`src/rtl/matmul_stream_ctrl.sv`:
```
// Byte-stream controller for the 3x3 matrix multiplier: assembles A and B from an
// operand stream, triggers the multiplier, then drains the 9 result bytes.
module matmul_stream_ctrl #(
  parameter int DATA_W      = 8,
  parameter int RESULT_WAIT = 2
) (
  input  logic              i_clk,
  input  logic              i_rst,
  input  logic [DATA_W-1:0] i_in_data,
  input  logic              i_in_valid,
  output logic              o_in_ready,
  output logic [DATA_W-1:0] o_out_data,
  output logic              o_out_valid,
  input  logic              i_out_ready,
  output logic [DATA_W-1:0] o_mm_a [9],
  output logic [DATA_W-1:0] o_mm_b [9],
  output logic              o_mm_trigger,
  input  logic              i_mm_ready,
  input  logic [DATA_W-1:0] i_mm_result [9],
  output logic              o_busy,
  output logic [2:0]        o_dbg_state
);

  typedef enum logic [2:0] {
    LOAD      = 3'd0,
    FIRE      = 3'd1,
    WAIT_BUSY = 3'd2,
    WAIT_DONE = 3'd3,
    SETTLE    = 3'd4,
    DRAIN     = 3'd5
  } state_t;

  state_t            state_q;
  logic [4:0]        cnt_q;
  logic [3:0]        idx_q;
  logic [3:0]        settle_q;
  logic              in_ready_q;
  logic              out_valid_q;
  logic              trigger_q;
  logic [DATA_W-1:0] a_q   [9];
  logic [DATA_W-1:0] b_q   [9];
  logic [DATA_W-1:0] buf_q [9];

  logic              in_xfer;
  logic              out_xfer;
  logic [3:0]        b_sel;

  // Both streams transfer on a clock edge where valid and ready are both high;
  // a producer holding valid must keep its data stable until that edge.
  assign in_xfer  = i_in_valid && in_ready_q;
  assign out_xfer = out_valid_q && i_out_ready;
  assign b_sel    = 4'(cnt_q - 5'd9);

  always_ff @(posedge i_clk) begin
    if (i_rst) begin
      state_q     <= LOAD;
      cnt_q       <= '0;
      idx_q       <= '0;
      settle_q    <= '0;
      in_ready_q  <= 1'b0;
      out_valid_q <= 1'b0;
      trigger_q   <= 1'b0;
      for (int i = 0; i < 9; i++) begin
        a_q[i]   <= '0;
        b_q[i]   <= '0;
        buf_q[i] <= '0;
      end
    end else begin
      trigger_q <= 1'b0;
      case (state_q)
        LOAD: begin
          in_ready_q <= 1'b1;
          if (in_xfer) begin
            if (cnt_q < 5'd9) a_q[cnt_q[3:0]] <= i_in_data;
            else              b_q[b_sel]      <= i_in_data;
            if (cnt_q == 5'd17) begin
              cnt_q      <= '0;
              in_ready_q <= 1'b0;
              state_q    <= FIRE;
            end else begin
              cnt_q <= cnt_q + 5'd1;
            end
          end
        end
        FIRE: begin
          if (i_mm_ready) begin
            trigger_q <= 1'b1;
            state_q   <= WAIT_BUSY;
          end
        end
        WAIT_BUSY: begin
          // Ready is still high while the trigger pulse is out; wait for it to fall.
          if (!i_mm_ready) state_q <= WAIT_DONE;
        end
        WAIT_DONE: begin
          if (i_mm_ready) begin
            settle_q <= 4'(RESULT_WAIT);
            state_q  <= SETTLE;
          end
        end
        SETTLE: begin
          if (settle_q == 4'd0) begin
            for (int i = 0; i < 9; i++) buf_q[i] <= i_mm_result[i];
            idx_q       <= '0;
            out_valid_q <= 1'b1;
            state_q     <= DRAIN;
          end else begin
            settle_q <= settle_q - 4'd1;
          end
        end
        DRAIN: begin
          if (out_xfer) begin
            if (idx_q == 4'd8) begin
              idx_q       <= '0;
              out_valid_q <= 1'b0;
              in_ready_q  <= 1'b1;
              state_q     <= LOAD;
            end else begin
              idx_q <= idx_q + 4'd1;
            end
          end
        end
        default: state_q <= LOAD;
      endcase
    end
  end

  assign o_in_ready   = in_ready_q;
  assign o_out_valid  = out_valid_q;
  assign o_out_data   = buf_q[idx_q];
  assign o_mm_trigger = trigger_q;
  assign o_mm_a       = a_q;
  assign o_mm_b       = b_q;
  assign o_busy       = !((state_q == LOAD) && (cnt_q == 5'd0));
  assign o_dbg_state  = state_q;

endmodule

```
`config.mk`:
```
export PLATFORM = sky130hd
export DESIGN_NAME = matmul_stream_ctrl
export DESIGN_NICKNAME = d
export VERILOG_FILES = /design/src/rtl/matmul_stream_ctrl.sv
export SDC_FILE = /design/constraint.sdc
export NUM_CORES = 1
export LEC_CHECK = 0
export ABC_AREA = 1
export BUFFER_PORTS_ARGS = -buffer_cell sky130_fd_sc_hd__buf_2
export CORE_MARGIN = 5
export CORE_UTILIZATION = 54
export DETAILED_ROUTE_END_ITERATION = 12
export PLACE_DENSITY = 0.8
export SLEW_MARGIN = 20
export SYNTH_ARGS = -nofsm -noshare
export SYNTH_HDL_FRONTEND = slang
export SYNTH_SLANG_ARGS = --single-unit
```
`constraint.sdc`:
```
create_clock -name i_clk -period 3.9 [get_ports i_clk]
set_input_delay 0.195 -clock i_clk [delete_from_list [all_inputs] [get_ports i_clk]]
set_output_delay 0.195 -clock i_clk [all_outputs]
set_load 0.02 [all_outputs]
```
Word-level counts from Yosys, hierarchy flattened
Memories as Yosys holds them, arrays and structs flattened. A register that Yosys moved wholly into a read port is not among the register bits.
Index checks and enable logic that the tools add are counted.
Storage, ports and cells
  register bits after elaboration: 163
  memory bits (writable): 72
  bits of input ports: 85
  output and inout port bits: 159
  word-level logic and storage cells: 135
  memories: 1
Operators by class
  add/subtract/negate cells: 4
  $lt $le $gt $ge: 5
  eq/ne operators: 16
  multiplexer cells: 50
  bitwise operators: 13
  reductions and logical operators: 21
Memories
  buf_q: words 9, bits a word 8, rd ports 1, clocked after Yosys merged registers in 1, write ports 9, RTL line 42  | logic [DATA_W-1:0] buf_q [9];
Operator list (number)
  72-bit bitwise mux: 2
  8-bit 2-to-1 mux: 11
  8-bit demux with 4-bit select: 2
  4-bit 2-to-1 mux: 7
  3-bit 2-to-1 mux: 8
  2-bit != test (second input constant): 9
  3-bit one-hot mux with 6 select lines: 1
  4-bit one-hot mux with 2 select lines: 2
  3-bit AND reduction: 5
  1-bit 2-to-1 mux: 14
  5-bit greater-or-equal comparator (second input constant): 2
  5-bit by 1-bit less-than comparator with 1-bit output (second input constant): 2
  4-bit NOT with 5-bit output: 2
  1-bit bitwise OR: 9
  8-bit AND reduction: 1
  3-bit by 2-bit == test with 1-bit output (second input constant): 2
  3-bit == test (second input constant): 2
  2-bit nonzero test: 3
  5-bit by 1-bit adder with 5-bit output (second input constant): 1
  5-bit == test (second input constant): 1
  1-bit logical AND: 5
  5-bit zero test: 1
  5-bit by 4-bit less-than comparator with 1-bit output (second input constant): 1
  5-bit 2-to-1 mux: 1
  13 further kinds: 15

Logic depth before layout (Yosys ltp)
Gate-level depths: netlist of the first run.
  depth after elaboration: 7
  depth in mapped cells: 11
  mapped depth without buffers: 11

Worst setup path before layout of the first run
Ideal clock, no wire load.
  path type: register to register
  from: reg state_q[0], in the netlist o_dbg_state[0]
  to: mem buf_q[0][0] (enable)
  library setup time: 0.432 ns
  arrival: 2.489 ns
  required time: 3.468 ns
  setup slack: 0.979 ns
  cell stages (with the launch flop): 6
  path buffers: 0
  period minus slack after synthesis: 2.921 ns
  cells stage by stage: dfxtp_1 nor2_4 nand2_1 inv_1 nand2_1 nand2_1
RTL lines
  start, declared: RTL line 33  | state_t state_q;
  start signal, assigned: RTL line 56  | state_q <= LOAD;
  start signal, assigned: RTL line 79  | state_q <= FIRE;
  start signal, assigned: RTL line 88  | state_q <= WAIT_BUSY;
  end, declared: RTL line 42

Final worst setup path of the first run
  from: reg state_q[0], in the netlist o_dbg_state[0]
  to: reg a_q, in the netlist o_mm_a[61]
Between the ends
  cells in the longest elaborated chain, start to end: 2
RTL lines
  3-bit zero test: RTL line 70  | case (state_q)
  3-bit AND reduction (no line)
  end signal, assigned by index: RTL line 74  | if (cnt_q < 5'd9) a_q[cnt_q[3:0]] <= i_in_data;
  end, declared: RTL line 40  | logic [DATA_W-1:0] a_q [9];
Every way passes these cells.
A chain may end at the register's enable or synchronous reset.

==> impl_metrics.csv, run 1 <==
group,metric,value,unit
drt,via_per_inst,5.294,
worst_hold_path,min_path_type,"input pin to flop",
setup_path,crit_fanout,39,
global_route,antenna_found_initial,1,
synth,synth.most_common_cell,"nor2_1",
outcome,status,"finished, final reports clean",
synth,seq_area_frac_synth,53.25,%
pwr,peakVddDrop,0.3528,mV
sta,rsz0062_at_grt,"no",
synth,synth-edff-count,72,
placed_design,postPlaceCellArea,11640,µm²
die,die-area,22010,µm²
synth,yosys.area.top_type,"dfxtp_1",
synth,synthMuxAreaShare,0,%
sta,finalCritPeriodShare,65.90,%
final_layout,utilization,69.71,%
pwr,p_per_area,594.4,nW/µm²
setup_path,crit_path_end_kind,"flop",
drt,firstDrtPassIters,5,
synth,ys.warnings.count,0,
placed_design,port_buffers,243,
clocking,worstSkewPairLatency,520,ps
clocking,clk_pin_slew,60,ps
clocking,cts_tree,"built",
synth,synth_top_family_by_area,"simple AND/OR/NAND/NOR gates",
setup_path,worstPathArrival,3020,ps
sta,tightest_slew,994.7,ps
sta,drv_slew,0,
drt,vias,9932,
worst_hold_path,worstHoldStart,"i_mm_result[20]",
sta,hold_violations,0,
sta,period_minus_slack,2570,ps
setup_path,startpoint,"o_dbg_state[0]",
clocking,htree_num_levels,1,
clocking,numCtsBuffers,26,
synth,synth_top_area_share,32.34,%
global_route,grt_pass1_vias,9280,
final_layout,stdcell_area,13080,µm²
drt,drc,0,
clocking,cts_root_buf,"clkbuf_16",
synth,syn_area_per_cell,7.664,µm²
pwr,leakage,6.176,nW
synth,synth_fa_ha_area_share,1.210,%
synth,yosys.area_share.simple,30.49,%
synth,netlist_instances,1349,
global_route,overflow,0,
synth,synth_cell_types,29,
placed_design,globalplace.congestion,0.8487,
placed_design,dp.final_hpwl,19.36,mm
synth,synth-xor-area-share,0.3268,%
drt,final_antenna_net_count,0,
final_layout,finalNetCount,1717,
clocking,cts_resized,0,
setup_path,crit_type,"flop to flop",
setup_path,crit_required,4350,ps
sta,max_freq,389.1,MHz
sta,worst_slack,1330,ps
sta,final.setup.tns,0,ps
die,fp.dieW,148.4,µm
setup_path,start_kind,"flop",
setup_path,r2r-start,"o_dbg_state[0]",
drt,drtIter0Drc,625,
die,start_util,55.09,%
synth,synth_nets,1444,
clocking,cts_setup_buffers,0,
drt,wl_per_cell,16.06,µm
global_route,grt_max_degree,122,
clocking,clock_sinks,239,
global_route,grt_usage,25.94,%
die,die_h,148.4,µm
placed_design,dpl_worst_slack,1408,ps
pwr,total_power,0.007777,W
sta,max_slew_margin,33.61,%
drt,wl,30.13,mm
final_layout,drive_above_1_share,19.45,%
global_route,grt_pass1_wl,47.05,mm
synth,yosys_register_bits,239,
clocking,clk_path_buf_depth,3,
synth,synth_compound_area_share,6.463,%
run,drv_cap,0,
synth,async_flop_share,0,%
sta,setup_viol,0,
die,pin_count,244,
sta,finalClockSkew,12.95,ps
synth,syn_area,10340,µm²
synth,synthFlopType,"dfxtp_1",
die,core_area,18770,µm²
final_layout,area_growth,26.55,%
synth,synth.area.top_cells,"dfxtp_1 (32%), edfxtp_1 (21%), nor2_1 (12%)",
synth,synthTopCellsByCount,"nor2_1 (342), nand2_1 (219), dfxtp_1 (167)",
clocking,postCtsHoldBufs,55,
die,row_count,50,
==> sequential cells by signal, indices dropped and copies added, names as in the netlist, named ones only <==
register,flops
o_out_valid,1
o_mm_a,72
buf_q,72
cnt_q,5
o_mm_trigger,1
o_in_ready,1
idx_q,4
o_mm_b,72
o_dbg_state,3
settle_q,4
==> critical path: stages, from the launching register on <==
cell,delay [ps]
dfxtp_1,400
nor2_4,180
nand2_2,90
nor2_4,190
inv_2,110
nor2_4,660
nand2_1,380
inv_1,300
nor2_1,80
nor2_1,100
==> cell type report <==
class                      count  area [µm²]
fill                        1469        5684
sequential                   239        5510
multi-input combinational    893        3991
timing repair buffer         303        1808
clock buffer                  39       814.5
inverter                     159       599.3
tap                          234       292.8
clock inverter                 7       62.56
antenna                        2       5.005
==> metal layers <==
layer	wire (µm)	GRT usage [%]
met1	11910	32.44
met4	1261	11.64
met3	2679	6.002
met2	14280	43.00
met5	0	0
==> kinds of logic (layout without fill, tap and decap cells) <==
| kind of cell | Yosys count | count (layout) |
|---|---|---|
| AO/OA/AOI/OAI | 124 | 124 |
| XOR/XNOR | 3 | 3 |
| AND/OR/NAND/NOR | 756 | 756 |
| other | 0 | 2 |
| adder cells (fa/ha/maj) | 10 | 10 |
| buffers and inverters | 217 | 508 |
| flip-flops | 239 | 239 |
==> through the flow <==
step | hold slack (ps) | cells
after floorplan | 334.8 | 1349
after detailed placement | 454.0 | 1773
final | 19.52 | 1876
after global routing | 17.91 | 1875
after CTS | 2.815 | 1874
after global placement | 448.4 | 1773
==> cell usage in the layout (no fill, tap or decap), types with 4 or more instances in the layout <==
| master | Yosys | layout |
|---|---|---|
| nor2_1 | 342 | 342 |
| buf_2 | 8 | 243 |
| nand2_1 | 219 | 218 |
| dfxtp_1 | 167 | 165 |
| nand3_1 | 164 | 163 |
| inv_1 | 148 | 148 |
| edfxtp_1 | 72 | 72 |
| a21oi_1 | 61 | 61 |
| dlygate4sd3_1 | 0 | 55 |
| o21ai_0 | 44 | 44 |
| clkbuf_16 | 0 | 30 |
| o211ai_1 | 16 | 16 |
| ha_1 | 10 | 10 |
| nor2_2 | 8 | 8 |
| clkinv_1 | 8 | 8 |
| clkinv_2 | 0 | 6 |
| clkbuf_1 | 41 | 6 |
| nor2_4 | 5 | 5 |
| nand2_2 | 5 | 5 |
| nor3_1 | 5 | 5 |
| buf_4 | 4 | 4 |
==> power by group <==
group,internal [W],total (W),switching [W],leakage [nW]
Sequential,0.00296,0.00322,0.000256,2.09
Combinational,0.000617,0.00207,0.00145,3.64
Clock,0.00151,0.00249,0.000983,0.438
Total,0.00509,0.00778,0.00269,6.18
==> path summary, 6_finish.rpt <==
| check | end | slack (ps) | cells after the start |
|---|---|---|---|
| worst max-delay path | o_mm_a[61] | 1330 | 9 |
| worst max register to register | o_mm_a[61] | 1330 | 9 |
| worst min register to register | o_mm_a[17] | 460 | 2 |
| worst min-delay path | buf_q[6][4] | 20 | 3 |
Note: power is estimated with default switching activity, not from simulation.
==> run 2, diff against run 1 <==
--- a/config.mk
+++ b/config.mk
@@ -8,9 +8,9 @@
 export ABC_AREA = 1
 export BUFFER_PORTS_ARGS = -buffer_cell sky130_fd_sc_hd__buf_2
 export CORE_MARGIN = 5
-export CORE_UTILIZATION = 54
+export CORE_UTILIZATION = 49
 export DETAILED_ROUTE_END_ITERATION = 12
-export PLACE_DENSITY = 0.8
+export PLACE_DENSITY = 0.77
 export SLEW_MARGIN = 20
 export SYNTH_ARGS = -nofsm -noshare
 export SYNTH_HDL_FRONTEND = slang
==> constraint.sdc (replaced) <==
create_clock -name i_clk -period 2.1 [get_ports i_clk]
set_input_delay 0.105 -clock i_clk [delete_from_list [all_inputs] [get_ports i_clk]]
set_output_delay 0.105 -clock i_clk [all_outputs]
set_load 0.02 [all_outputs]
==> impl_metrics.csv, run 2 (synthesis gave the netlist of run 1 again) <==
group,metric,value,unit
setup_path,crit_path_end,"o_out_data[3]",
placed_design,dp.final_hpwl,20.03,mm
sta,period_minus_slack,1963,ps
global_route,overflow,0,
outcome,status,"finished, final reports clean",
final_layout,drive_above_1_share,20.60,%
final_layout,finalNetCount,1771,
sta,timing.hold.ws,27.97,ps
pwr,swShare,34.68,%
clocking,clock_sinks,239,
setup_path,cp_slowest_cell,"buf_4",
setup_path,regToRegSetupSlack,180,ps
setup_path,crit_required,2000,ps
drt,vias,10105,
setup_path,path_depth,7,
pwr,seqPwrFrac,39.8,%
sta,drv_slew,0,
pwr,p_int,0.009473,W
final_layout,final_cell_mix,"nor2_1 (342), buf_2 (243), nand2_1 (218), dfxtp_1 (165), nand3_1 (163)",
clocking,cts_tree,"built",
final_layout,utilization,65.24,%
global_route,grt_usage,24.73,%
die,pin_count,244,
global_route,busiest_layer,"met2",
die,start_util,49.49,%
drt,drc,0,
setup_path,start_kind,"flop",
worst_hold_path,min_path_type,"input pin to flop",
pwr,comb_power_share,30.0,%
run,drv_cap,0,
die,fp.dieW,155.3,µm
placed_design,port_buffers,243,
setup_path,worstPathArrival,1860,ps
global_route,antenna_found_initial,2,
drt,via_per_inst,5.127,
setup_path,r2r-start,"o_dbg_state[2]",
sta,hold_violations,0,
drt,final_antenna_net_count,0,
pwr,power_frac_clock,30.3,%
die,row_count,53,
final_layout,layout_commonest_cell,"nor2_1",
global_route,grt_max_degree,117,
clocking,clk_path_buf_depth,3,
clocking,numCtsBuffers,25,
clocking,clk_pin_slew,60,ps
global_route,gr-usage-met1,30.44,%
die,core_area,20890,µm²
sta,final.setup.tns,0,ps
drt,drtIter0Drc,827,
setup_path,crit_path_end_kind,"primary output",
setup_path,cp_cell_sequence,"buf_4 -> a21oi_1 -> o21ai_0 -> nand3_1 -> nand3_1 -> nand2_1 -> buf_2",
final_layout,fill_cells,1691,
pwr,power_switching,0.005030,W
final_layout,area_growth,31.82,%
worst_hold_path,whs_path_depth,5,
drt,wl_per_cell,15.87,µm
clocking,htree_num_levels,1,
global_route,grt_pass1_wl,48.86,mm
setup_path,crit_buf_inv,2,
pwr,total_power,0.01450,W
placed_design,globalplace.congestion,0.8770,
die,die_h,155.3,µm
sta,max_slew_margin,55.37,%
sta,finalCritPeriodShare,93.50,%
drt,firstDrtPassIters,7,
sta,finalClockSkew,7.648,ps
setup_path,cp_top_family,"buffers and inverters",
global_route,use_met3,5.647,%
pwr,p_per_area,1064,nW/µm²
setup_path,timing.rr.end,"o_mm_a[63]",
setup_path,cpMostUsedCell,"nand3_1",
clocking,worstSkewPairLatency,510,ps
sta,setup_viol,0,
sta,max_freq,509.3,MHz
final_layout,multi_input_area,3991,µm²
pwr,peakVddDrop,0.5991,mV
global_route,met2_usage,41.95,%
pwr,leakage,6.436,nW
final_layout,register_area,5508,µm²
drt,wl,31.29,mm
setup_path,crit_fanout,32,
setup_path,r2r_cells,9,
clocking,cts_root_buf,"clkbuf_16",
sta,rsz0062_at_grt,"no",
setup_path,slowest_delay,340,ps
sta,tightest_slew,665.8,ps
setup_path,crit_type,"flop to primary output",
die,die-area,24100,µm²
global_route,grt_pass1_vias,9772,
## run 2: stage by stage
| step | worst slack (ps) | std cells | cell area [µm²] |
|---|---|---|---|
| global route | 5.604 | 1971 | 13630 |
| finish | 136.6 | 1971 | 13630 |
| global placement | 293.4 | 1843 | 11990 |
| detailed placement | 239.6 | 1843 | 11990 |
| floorplan | 221.5 | 1349 | 10350 |
| CTS | 165.2 | 1969 | 13620 |
## run 2: cell type report
type	count	area share, %
sequential	239	40.41
multi-input combinational	893	29.29
timing repair buffer	358	17.30
clock buffer	39	5.802
inverter	159	4.389
tap	275	2.525
clock inverter	6	0.2479
antenna	2	0.03672
## run 2: metal layers
metal	share of wire [%]	routed length (µm)
met2	48	15000
met4	4.1	1276
met3	8.6	2706
met1	39	12300
met5	0	0
## run 2: worst min path at each step
| stage | endpoint | startpoint |
|---|---|---|
| 2_1_floorplan | o_mm_trigger | i_mm_ready |
| 3_3_place_gp | buf_q[3][4] | i_mm_result[44] |
| 3_5_place_dp | buf_q[2][6] | i_mm_result[54] |
| 4_1_cts | idx_q[1] | i_out_ready |
| 5_1_grt | flop | i_out_ready |
| 6_report | flop | i_out_ready |
## run 2: power groups by stage
stage	registers (W)	logic, W	clock network (W)
after floorplan	0.00603	0.00260	0
after global placement	0.00582	0.00404	0
after detailed placement	0.00585	0.00413	0
after CTS	0.00575	0.00428	0.00443
after global routing	0.00583	0.00476	0.00462
final	0.00577	0.00435	0.00439
## run 2: what timing repair did
action                                  in CTS  in global routing
buffers inserted                             0                  0
hold buffers                                81                  0
endpoints found under the setup margin       0                  2
endpoints found under the hold margin      112                  0
resized for setup                            0                  1
## run 2: tightest hold or removal path: stages
cell and delay (ps):
buf_2 100, nand2_1 60, inv_1 60, nand3_1 80, a21oi_1 80
